File: src/rtl/decodificador_secded_pipe.sv
// rtl/decodificador_secded_pipe.sv - pipelined Hamming SECDED decoder with valid/ready stream and error statistics
module decodificador_secded_pipe #(
    parameter int DATA_W = 4,
    parameter int CNT_W  = 8,
    localparam int P = (DATA_W <= 1)   ? 2 :
                       (DATA_W <= 4)   ? 3 :
                       (DATA_W <= 11)  ? 4 :
                       (DATA_W <= 26)  ? 5 :
                       (DATA_W <= 57)  ? 6 :
                       (DATA_W <= 120) ? 7 :
                       (DATA_W <= 247) ? 8 : 9,
    localparam int N = DATA_W + P + 1
) (
    input  logic              reloj,
    input  logic              reset,
    input  logic              in_valid,
    output logic              in_ready,
    input  logic [N-1:0]      recibido,
    input  logic              modo_deteccion,
    output logic              out_valid,
    input  logic              out_ready,
    output logic [N-1:0]      palabra_corregida,
    output logic [DATA_W-1:0] corregido,
    output logic [P-1:0]      sindrome,
    output logic              error_simple,
    output logic              error_doble,
    input  logic              clr_contadores,
    output logic [CNT_W-1:0]  cnt_simple,
    output logic [CNT_W-1:0]  cnt_doble,
    output logic              led_doblerror
);

    // Codeword position of data bit j: the j-th non-power-of-two index above 0.
    function automatic int data_pos(input int j);
        int cnt;
        int pos;
        cnt = 0;
        pos = 0;
        for (int i = 1; i < 512; i++) begin
            if ((i & (i - 1)) != 0) begin
                if (cnt == j && pos == 0) begin
                    pos = i;
                end
                cnt++;
            end
        end
        return pos;
    endfunction

    localparam logic [CNT_W-1:0] CNT_MAX = {CNT_W{1'b1}};

    logic              s1_valid_q, s1_valid_d;
    logic [N-1:0]      s1_word_q, s1_word_d;
    logic              s1_modo_q, s1_modo_d;

    logic              out_valid_q, out_valid_d;
    logic [N-1:0]      pal_q, pal_d;
    logic [DATA_W-1:0] data_q, data_d;
    logic [P-1:0]      sind_q, sind_d;
    logic              es_q, es_d;
    logic              ed_q, ed_d;
    logic [CNT_W-1:0]  cnt_s_q, cnt_s_d;
    logic [CNT_W-1:0]  cnt_d_q, cnt_d_d;
    logic              led_q, led_d;

    logic              load2;
    logic              take1;
    logic [P-1:0]      syn;
    logic              par;
    logic              in_range;
    logic              dec_simple;
    logic              dec_doble;
    logic [N-1:0]      fixed;
    logic [DATA_W-1:0] dec_data;

    assign load2    = !out_valid_q || out_ready;
    assign take1    = !s1_valid_q || load2;
    assign in_ready = !reset && take1;

    always_comb begin
        syn = '0;
        for (int i = 1; i < N; i++) begin
            if (s1_word_q[i]) begin
                syn = syn ^ P'(i);
            end
        end
        par        = ^s1_word_q;
        in_range   = ({{(32-P){1'b0}}, syn} < 32'(N));
        dec_simple = par && in_range;
        dec_doble  = (par && !in_range) || (!par && (syn != '0));
        // Detect-only mode and uncorrectable words both pass the codeword through untouched.
        fixed = s1_word_q;
        for (int i = 0; i < N; i++) begin
            if (dec_simple && !s1_modo_q && (syn == P'(i))) begin
                fixed[i] = ~s1_word_q[i];
            end
        end
    end

    for (genvar j = 0; j < DATA_W; j++) begin : g_ext
        localparam int POS = data_pos(j);
        assign dec_data[j] = fixed[POS];
    end

    always_comb begin
        s1_valid_d  = s1_valid_q;
        s1_word_d   = s1_word_q;
        s1_modo_d   = s1_modo_q;
        out_valid_d = out_valid_q;
        pal_d       = pal_q;
        data_d      = data_q;
        sind_d      = sind_q;
        es_d        = es_q;
        ed_d        = ed_q;
        cnt_s_d     = cnt_s_q;
        cnt_d_d     = cnt_d_q;
        led_d       = led_q;

        if (take1) begin
            s1_valid_d = in_valid;
            if (in_valid) begin
                s1_word_d = recibido;
                s1_modo_d = modo_deteccion;
            end
        end

        if (load2) begin
            out_valid_d = s1_valid_q;
            if (s1_valid_q) begin
                pal_d  = fixed;
                data_d = dec_data;
                sind_d = syn;
                es_d   = dec_simple;
                ed_d   = dec_doble;
                if (dec_simple && cnt_s_q != CNT_MAX) begin
                    cnt_s_d = cnt_s_q + 1'b1;
                end
                if (dec_doble) begin
                    led_d = 1'b1;
                    if (cnt_d_q != CNT_MAX) begin
                        cnt_d_d = cnt_d_q + 1'b1;
                    end
                end
            end
        end

        if (clr_contadores) begin
            cnt_s_d = '0;
            cnt_d_d = '0;
            led_d   = 1'b0;
        end
    end

    always_ff @(posedge reloj or posedge reset) begin
        if (reset) begin
            s1_valid_q  <= 1'b0;
            s1_word_q   <= '0;
            s1_modo_q   <= 1'b0;
            out_valid_q <= 1'b0;
            pal_q       <= '0;
            data_q      <= '0;
            sind_q      <= '0;
            es_q        <= 1'b0;
            ed_q        <= 1'b0;
            cnt_s_q     <= '0;
            cnt_d_q     <= '0;
            led_q       <= 1'b0;
        end else begin
            s1_valid_q  <= s1_valid_d;
            s1_word_q   <= s1_word_d;
            s1_modo_q   <= s1_modo_d;
            out_valid_q <= out_valid_d;
            pal_q       <= pal_d;
            data_q      <= data_d;
            sind_q      <= sind_d;
            es_q        <= es_d;
            ed_q        <= ed_d;
            cnt_s_q     <= cnt_s_d;
            cnt_d_q     <= cnt_d_d;
            led_q       <= led_d;
        end
    end

    assign out_valid         = out_valid_q;
    assign palabra_corregida = pal_q;
    assign corregido         = data_q;
    assign sindrome          = sind_q;
    assign error_simple      = es_q;
    assign error_doble       = ed_q;
    assign cnt_simple        = cnt_s_q;
    assign cnt_doble         = cnt_d_q;
    assign led_doblerror     = led_q;

endmodule

File: config.mk
export PLATFORM = sky130hd
export DESIGN_NAME = decodificador_secded_pipe
export DESIGN_NICKNAME = d
export VERILOG_FILES = /design/src/rtl/decodificador_secded_pipe.sv
export SDC_FILE = /design/constraint.sdc
export NUM_CORES = 1
export LEC_CHECK = 0
export ABC_CLOCK_PERIOD_IN_PS = 2700
export CORE_MARGIN = 3
export CORE_UTILIZATION = 50
export DETAILED_ROUTE_END_ITERATION = 7
export GPL_TIMING_DRIVEN = 0
export PLACE_DENSITY = 0.88
export REMOVE_ABC_BUFFERS = 1
export SLEW_MARGIN = 20
export SYNTH_ARGS = -nofsm -noshare
export SYNTH_HDL_FRONTEND = slang
export SYNTH_SLANG_ARGS = --single-unit
File: constraint.sdc
create_clock -name reloj -period 2.7 [get_ports reloj]
set_input_delay 0.27 -clock reloj [delete_from_list [all_inputs] [get_ports reloj]]
set_output_delay 0.27 -clock reloj [all_outputs]
set_load 0.02 [all_outputs]
==> results.toml, run 1 <==
[setup_path]
reg2reg_depth = 6
worstSetupEndpoint = "cnt_doble[7]$_DFFE_PP0P_"
crit_family = "compound AO/OA/AOI/OAI gates"
critPathMostFrequentCell = "a21oi_1"
cp-start-kind = "flop"
cpPeakStageDelay_ns = 0.58
path_buf_inv = 0
r2r_end = "cnt_doble[7]$_DFFE_PP0P_"
crit_cells = 6
setup.worst_path.start = "s1_word_q[2]$_DFFE_PP0P_"
cp-end-kind = "flop"
cp_max_fo = 11
cp.required_ns = 2.91
critPathKind = "flop to flop"
critPathArrivalTime_ns = 2.68
critPathSlowestCell = "or4_1"
r2r_setup_slack_ns = 0.23
crit_chain = "xnor2_1 > nor2_1 > a2111oi_2 > a21oi_1 > or4_1 > a21oi_1"
rr_startpoint = "s1_word_q[2]$_DFFE_PP0P_"

[placement]
finalWeightedCongestion = 0.765
dp_slack_ns = -0.107
dp_hpwl_microns = 3120
dpl_cell_area_sq_um = 2730
dp.cells = 307
io_buffers = 49

[timing]
finalCritPeriodShare_pct = 91.6
maxSlewHeadroom_pct = 44.7
final-hold-violation-count = 0
clock_skew_ns = 0.0107
timing.setup.tns_ns = 0
fmax_mhz = 404
worstMarginPinSlew_ns = 0.827
setup-violations-final = 0
drv_slew = 0
setup_ws_ns = 0.226
rsz0062_at_grt = "false"
holdWs_ns = 0.206
period_needed_ns = 2.47

[floorplan]
die_h_microns = 73
pin_count = 50
rows = 23
die_x_microns = 73
die-area_sq_um = 5330
initial_core_util_pct = 53.8
core-area_sq_um = 4170

[global_routing]
track_usage_pct = 18.3
grt_pass1_vias = 1694
grt_pass1_wl_microns = 7690
grt-ovfl-total = 0
antenna_found_initial = 0
grt_max_degree = 36

[drt]
ant_nets = 0
drtPass1Iterations = 4
vias_per_cell = 5.24
routed_wl_microns = 4310
remaining_drc_errors = 0
drtIter0Drc = 67
post_drt_wl_per_cell_microns = 13.7
vias = 1651

[clocking]
cts_made_buffers = 5
cts_tree = "done"
cts_max_level = 2
root_buffer = "clkbuf_8"
cts_max_path_buffers = 2
clock_latency_ns = 0.30
cts_resized = 0
postCtsSetupBuffers = 0
clk_pin_slew_worst_paths_ns = 0.08
holdBufCountCts = 0
cts_sinks = 41

[final_layout]
area_growth_pct = 25.3
nets = 280
final_core_util_pct = 67.4
drive_gt1_share_pct = 12.5
nFillCells = 332
fin_cells = 315
area.sequential_sq_um = 1030
multi_input_area_sq_um = 1120
num_antenna_cells = 0
fin_area_sq_um = 2810

[pwr]
peakVddDrop_mv = 0.321
power_mw = 2.12
power.density_nw_per_um2 = 753
p_leak_nw = 1.14

[synthesis]
ys_seq_area_share_pct = 45.7
synthMuxAreaShare_pct = 7.47
synth_warnings = 0
synth.cell_area_sq_um = 2240
synth_fa_ha_area_share_pct = 1.11
avgSynthCellArea_sq_um = 10.1
synth-simple-area-share_pct = 19.0
netlist_instances = 222
synth_cell_types = 38
synth_compound_gate_area_share_pct = 7.58
synth-seq-cells = 41
synth_top_family_by_area = "simple AND/OR/NAND/NOR gates"
synth_xor_xnor_area_share_pct = 14.7

[flow_run]
cap_violations = 0

[worst_hold_path]
worstHoldPathType = "input pin to async pin"

[outcome]
outcome = "complete, no violations"
==> final cells by class <==
type | instances | area share, %
Tap cell | 50 | 2.23
Multi-Input combinational cell | 164 | 39.8
Clock inverter | 3 | 0.623
Sequential cell | 41 | 36.5
Inverter | 2 | 0.267
Clock buffer | 5 | 2.45
Timing Repair Buffer | 50 | 18.2
==> placed cells by master, fill, tap and decap left out, types with 2 or more instances in the layout <==
master,Yosys,final
a21oi_1,8,8
and3_1,4,4
clkbuf_8,0,5
clkdlybuf4s50_1,0,49
clkinv_2,0,2
dfrtp_1,41,41
ha_1,2,2
mux2_2,14,14
nand2_1,22,22
nand2b_1,5,5
nand3_1,4,4
nor2_1,29,29
nor2b_1,6,6
nor3_1,9,9
nor4_1,2,2
o21ai_0,13,13
o31ai_1,2,2
or3_1,2,2
or4_1,2,2
xnor2_1,19,19
xnor2_2,3,3
xor2_1,3,3
xor2_2,2,2
==> worst min-delay path by stage <==
stage / from / end
finish: reset / out_valid$_DFFE_PP0P_
CTS: reset / out_valid$_DFFE_PP0P_
global placement: error_simple$_DFFE_PP0P_ / error_simple$_DFFE_PP0P_
detailed placement: error_doble$_DFFE_PP0P_ / error_doble$_DFFE_PP0P_
floorplan: clr_contadores / cnt_doble[0]$_DFFE_PP0P_
global route: reset / out_valid$_DFFE_PP0P_
==> synthesized netlist by cell type <==
cell type,count,share of area (%)
dfrtp_1,41,46
nor2_1,29,4.8
nand2_1,22,3.7
xnor2_1,19,7.4
mux2_2,14,7.0
o21ai_0,13,2.9
nor3_1,9,2.0
a21oi_1,8,1.8
clkbuf_1,6,1.0
nor2b_1,6,1.7
buf_4,5,1.7
nand2b_1,5,1.4
and3_1,4,1.1
nand3_1,4,0.89
xnor2_2,3,2.2
xor2_1,3,1.2
buf_2,2,0.45
buf_6,2,1.0
ha_1,2,1.1
inv_1,2,0.33
nor4_1,2,0.56
o31ai_1,2,0.67
or3_1,2,0.56
or4_1,2,0.67
xor2_2,2,1.4
a2111oi_2,1,0.67
a21o_1,1,0.33
a22oi_1,1,0.33
a41o_1,1,0.45
and2_1,1,0.28
mux2i_1,1,0.45
nand3b_1,1,0.33
nand4_1,1,0.28
nor3b_1,1,0.33
nor4b_1,1,0.39
o21ba_2,1,0.45
xnor2_4,1,1.2
xor2_4,1,1.2
==> report_power, final <==
group          switching (mW)  internal (mW)  leakage [nW]
Combinational           0.487          0.411         0.573
Clock                   0.214          0.178        0.0439
Sequential              0.105          0.721         0.522
Total                   0.807           1.31          1.14
==> sequential cells by signal, indices dropped and copies added, names as in the netlist <==
signal and cells:
cnt_simple 8, s1_valid_q 1, led_doblerror 1, error_simple 1, out_valid 1, sindrome 3, s1_word_q 8, s1_modo_q 1
cnt_doble 8, palabra_corregida 8, error_doble 1
==> per-layer routing <==
metal	up-vias	part of all wire (%)	routed length (microns)	GRT usage, %
met5	-	0	0	0
met4	0	1.4	59	7.58
met3	5	4.0	172	4.55
met2	41	49	2090	29.0
met1	778	46	1980	23.8
li1	827	-	-	-
==> kinds of logic after synthesis <==
| kind of cell | Yosys count |
|---|---|
| AND/OR/NAND/NOR | 90 |
| adder cells (fa/ha/maj) | 2 |
| buffers and inverters | 17 |
| flip-flops | 41 |
| AO/OA/AOI/OAI | 28 |
| multiplexers | 15 |
| XOR/XNOR | 29 |
Power figures use the tool's default switching activity.
==> run 2: changes to the inputs <==
--- a/config.mk
+++ b/config.mk
@@ -12,6 +12,7 @@
 export GPL_TIMING_DRIVEN = 0
 export PLACE_DENSITY = 0.88
 export REMOVE_ABC_BUFFERS = 1
+export SKIP_LAST_GASP = 1
 export SLEW_MARGIN = 20
 export SYNTH_ARGS = -nofsm -noshare
 export SYNTH_HDL_FRONTEND = slang
==> results of run 2 <==
Final layout, timing and power as in run 1 (identical DEF).
==> run 3: changes to the inputs <==
--- a/config.mk
+++ b/config.mk
@@ -6,6 +6,7 @@
 export NUM_CORES = 1
 export LEC_CHECK = 0
 export ABC_CLOCK_PERIOD_IN_PS = 2700
+export CAP_MARGIN = 40
 export CORE_MARGIN = 3
 export CORE_UTILIZATION = 50
 export DETAILED_ROUTE_END_ITERATION = 7
==> run 3 against run 2 <==
- clock-buffer cell count is the same
- clock power is essentially flat
- combinational power grew 1%
- critical path depth is the same
- sequential power is essentially flat
- power grew 0.45%
- highest routed layer unchanged
- hold slack is essentially flat
- fmax shrank 1.9%
- register-to-register slack lost 0.05 ns
- cell count grew 0.32%
- via count grew 1.4%
- worst setup slack lost 0.049 ns
==> results.toml, run 3 (synthesis gave the netlist of run 1 again) <==
[outcome]
outcome = "complete, no violations"

[clocking]
cts_sinks = 41
cts_made_buffers = 5
postCtsSetupBuffers = 0
cts_max_path_buffers = 2
clock_latency_ns = 0.30
cts_tree = "done"
cts_resized = 0
holdBufCountCts = 0
cts_max_level = 2
root_buffer = "clkbuf_8"
clk_pin_slew_worst_paths_ns = 0.09

[final_layout]
num_antenna_cells = 0
nets = 281
fin_area_sq_um = 2830
fin_cells = 316
drive_gt1_share_pct = 12.8
area_growth_pct = 25.9
nFillCells = 328
layout_commonest_cell = "clkdlybuf4s50_1"
final_core_util_pct = 67.7
mostFrequentLayoutCells = "49 x clkdlybuf4s50_1, 41 x dfrtp_1, 29 x nor2_1, 22 x nand2_1, 19 x xnor2_1"

[global_routing]
grt_pass1_wl_microns = 7690
grt_pass1_vias = 1694
gr-usage-met1_pct = 23.8
use_met2_pct = 29.0
track_usage_pct = 18.3
grt-ovfl-total = 0
grt_max_degree = 36
met3_usage_pct = 4.55
top_usage_layer = "met2"
antenna_found_initial = 0

[setup_path]
cp-end-kind = "flop"
cp-start-kind = "flop"
setup.worst_path.start = "s1_word_q[2]$_DFFE_PP0P_"
worstSetupEndpoint = "cnt_doble[0]$_DFFE_PP0P_"
r2r_end = "cnt_doble[0]$_DFFE_PP0P_"
cp_max_fo = 11
r2r_setup_slack_ns = 0.18
reg2reg_depth = 6
cp.required_ns = 2.90
critPathKind = "flop to flop"
critPathArrivalTime_ns = 2.72
rr_startpoint = "s1_word_q[2]$_DFFE_PP0P_"

[drt]
drtPass1Iterations = 4
post_drt_wl_per_cell_microns = 13.9
vias = 1674
routed_wl_microns = 4390
remaining_drc_errors = 0
drtIter0Drc = 74
vias_per_cell = 5.30
ant_nets = 0

[placement]
finalWeightedCongestion = 0.765
dpl_cell_area_sq_um = 2730
dp_slack_ns = -0.107
dp_hpwl_microns = 3120
dp.cells = 307
io_buffers = 49

[flow_run]
cap_violations = 0

[worst_hold_path]
worstHoldPathType = "input pin to async pin"

[floorplan]
core-area_sq_um = 4170
pin_count = 50
rows = 23
die_x_microns = 73
initial_core_util_pct = 53.8
die_h_microns = 73
die-area_sq_um = 5330

[pwr]
p_leak_nw = 1.15
peakVddDrop_mv = 0.323
power.density_nw_per_um2 = 753

[timing]
setup_ws_ns = 0.177
drv_slew = 0
period_needed_ns = 2.52
final-hold-violation-count = 0
worstMarginPinSlew_ns = 0.775
clock_skew_ns = 0.0111
rsz0062_at_grt = "false"
finalCritPeriodShare_pct = 93.5
setup-violations-final = 0
maxSlewHeadroom_pct = 48.4
fmax_mhz = 396
run 3: changes by cell type in the layout (fill, tap and decap cells not counted), sizes merged:
| cell | before | now |
|---|---|---|
| buf | 1 | 2 |
run 3: through the flow:
stage / hold WS, ns / TNS (ns) / total power [mW]
5_1_grt: 0.213 / 0 / 2.27
3_3_place_gp: 0.462 / 0 / 1.71
4_1_cts: 0.205 / 0 / 2.14
3_5_place_dp: 0.473 / -0.208 / 1.75
6_report: 0.206 / 0 / 2.13
2_1_floorplan: 0.333 / 0 / 1.40
run 3: power by group:
part,internal (mW),switching (mW)
logic,0.415,0.492
registers,0.721,0.104
clock network,0.178,0.216
total,1.31,0.812
run 3: per-layer routing:
| layer | up-vias | part of all wire (%) |
|---|---|---|
| met5 | - | 0 |
| met4 | 0 | 1.8 |
| met3 | 7 | 4.1 |
| met2 | 43 | 48 |
| met1 | 791 | 46 |
| li1 | 833 | - |
run 3: layout make-up:
cell class	instances	area [sq um]	share of cell area, %
clock buffer	5	68.8	2.43
clock inverter	3	17.5	0.620
inverter	2	7.51	0.266
multi-input combinational	164	1120	39.6
sequential	41	1030	36.3
tap	50	62.6	2.21
timing repair buffer	51	526	18.6
run 3: critical path, cell delays in order, from the launching register on:
cell and delay, ns:
dfrtp_1 0.50, xnor2_1 0.40, nor2_1 0.13, a2111oi_2 0.39, a21oi_1 0.24, or4_1 0.57
a21oi_1 0.21
run 3: worst min path at each step:
stage / slack, ns / cells past startpoint / to / start
after CTS: 0.20 / 2 / out_valid$_DFFE_PP0P_ / reset
after floorplan: 0.33 / 1 / cnt_doble[0]$_DFFE_PP0P_ / clr_contadores
after global placement: 0.46 / 2 / error_simple$_DFFE_PP0P_ / error_simple$_DFFE_PP0P_
final: 0.21 / 2 / out_valid$_DFFE_PP0P_ / reset
after global routing: 0.21 / 2 / out_valid$_DFFE_PP0P_ / reset
after detailed placement: 0.47 / 1 / error_doble$_DFFE_PP0P_ / error_doble$_DFFE_PP0P_
==> patch: new RTL, flow settings as in run 1 <==
Register the output `error_doble` once more; this adds one clock of latency there. The other outputs are not delayed to match.
--- a/src/rtl/decodificador_secded_pipe.sv
+++ b/src/rtl/decodificador_secded_pipe.sv
@@ -186,7 +186,9 @@
     assign corregido         = data_q;
     assign sindrome          = sind_q;
     assign error_simple      = es_q;
-    assign error_doble       = ed_q;
+    always_ff @(posedge reloj) begin
+        error_doble <= ed_q;
+    end
     assign cnt_simple        = cnt_s_q;
     assign cnt_doble         = cnt_d_q;
     assign led_doblerror     = led_q;
Behaviour: not the same (Yosys sat finds a counterexample within 4 cycles, from zero or initial values and one cycle with reset high).
==> patch against run 1 <==
- clock skew is 0.0036 ns lower
- worst setup slack better by 0.0039 ns
- area after synthesis is 0.89% higher
- critical path type unchanged
- critical endpoint unchanged
- power is 5.9% higher
- wire length is 5.8% higher
- sequential cell count is 1 higher
- maximum frequency is 0.16% higher
- design area is 1.6% higher
==> patch: results <==
set metrics [dict create \
    top_signal_layer_used "met4" \
    track_usage_pct 18.3 \
    clock_skew_ns 0.00706 \
    dpl_cell_area_um2 2750 \
    grt_pass1_wl_mm 7.67 \
    met2WireLength_mm 2.27 \
    timing.critical_path.arrival_ns 2.68 \
    synth_area_leaders "sky130_fd_sc_hd__dfrtp_1, sky130_fd_sc_hd__xnor2_1, sky130_fd_sc_hd__mux2_2" \
    maxSlewHeadroom_pct 43.8 \
    gpl.final_weighted_congestion 0.778 \
    power.ir.vdd_worst_v 0.000417 \
    instance_count_of_the_mapped_netlist 223 \
    final_non_filler_cell_total 316 \
    synth_sequential_area_ratio_pct 46.2 \
    yosysUniqueCellTypes 39 \
    synthesis.yosys.warnings 0 \
    drtPass1Iterations 4 \
    detailedPlacementHpwl_mm 3.28 \
    p_sw_share_pct 37.0 \
    met3_wirelength_um 223 \
    num-nets-final 281 \
    run_status "finished clean" \
    worstSetupEndpoint "cnt_doble[7]$_DFFE_PP0P_" \
    fp.dieArea_um2 5370 \
    worst_path_dominant_cell_family "compound AO/OA/AOI/OAI gates" \
    asyncSetResetFlopFracSynth_pct 97.6 \
    final_layout_size_suffix_gt1_share_pct 12.4 \
    met1Wirelength_mm 2.00 \
    pin_count_of_the_biggest_net_entering_global_routing 32 \
    dp_cells 308 \
    grt_pass1_vias 1611 \
    cts.repair_timing.setup_buffer_count 0 \
    via_density 5.29 \
    drt_iter0_drc 134 \
    htreeDepth 2 \
    cts_root_buffer "sky130_fd_sc_hd__clkbuf_8" \
    hold_slack_ns 0.286 \
    synth.cells.most_frequent "sky130_fd_sc_hd__dfrtp_1, sky130_fd_sc_hd__nor2_1, sky130_fd_sc_hd__nand2_1, sky130_fd_sc_hd__xnor2_1, sky130_fd_sc_hd__mux2_2" \
    crit_path_max_fanout 11 \
    power_leakage_uw 0.00116 \
    fillerInstances 345 \
    drt-total-wl_mm 4.56 \
    clock_insertion_delay_worst_skew_ns 0.29 \
]
==> patch: cell count changes after synthesis, sizes merged <==
cell and change:
dfxtp +1
==> patch: power by group through the flow <==
stage          registers, uW  clock network, uW  logic, uW
4_1_cts                  855                479        922
2_1_floorplan            977                  0        450
5_1_grt                  873                503        988
6_report                 853                469        920
3_5_place_dp             867                  0        911
3_3_place_gp             856                  0        883
==> patch: layer usage <==
metal | global-route usage (%) | vias to the layer above
li1 | - | 826
met1 | 24.7 | 799
met2 | 29.8 | 43
met3 | 3.15 | 4
met4 | 6.64 | 0
met5 | 0 | -
==> patch: final cells by class <==
| type | instances | area [um^2] | area share [%] |
|---|---|---|---|
| tap | 50 | 62.6 | 2.19 |
| sequential | 42 | 1050 | 36.6 |
| timing repair buffer | 50 | 510 | 17.9 |
| inverter | 2 | 7.51 | 0.263 |
| clock buffer | 8 | 110 | 3.86 |
| multi-input combinational | 164 | 1120 | 39.2 |
==> patch: kinds of logic after synthesis <==
logic type | count (synthesis) | synth area share [%]
compound gates | 28 | 7.51
xor+xnor | 29 | 14.5
mux | 15 | 7.40
buf+inv | 17 | 4.42
fa+ha+maj | 2 | 1.10
simple gates | 90 | 18.8
flops | 42 | 46.2
==> patch: per-stage QoR <==
step	setup slack (ns)	total power, uW	utilization [%]
2_1_floorplan	0.528	1430	-
3_3_place_gp	0.00195	1740	65.3
3_5_place_dp	-0.0570	1780	65.8
4_1_cts	0.240	2260	68.4
5_1_grt	0.0323	2360	68.4
6_report	0.230	2240	68.4
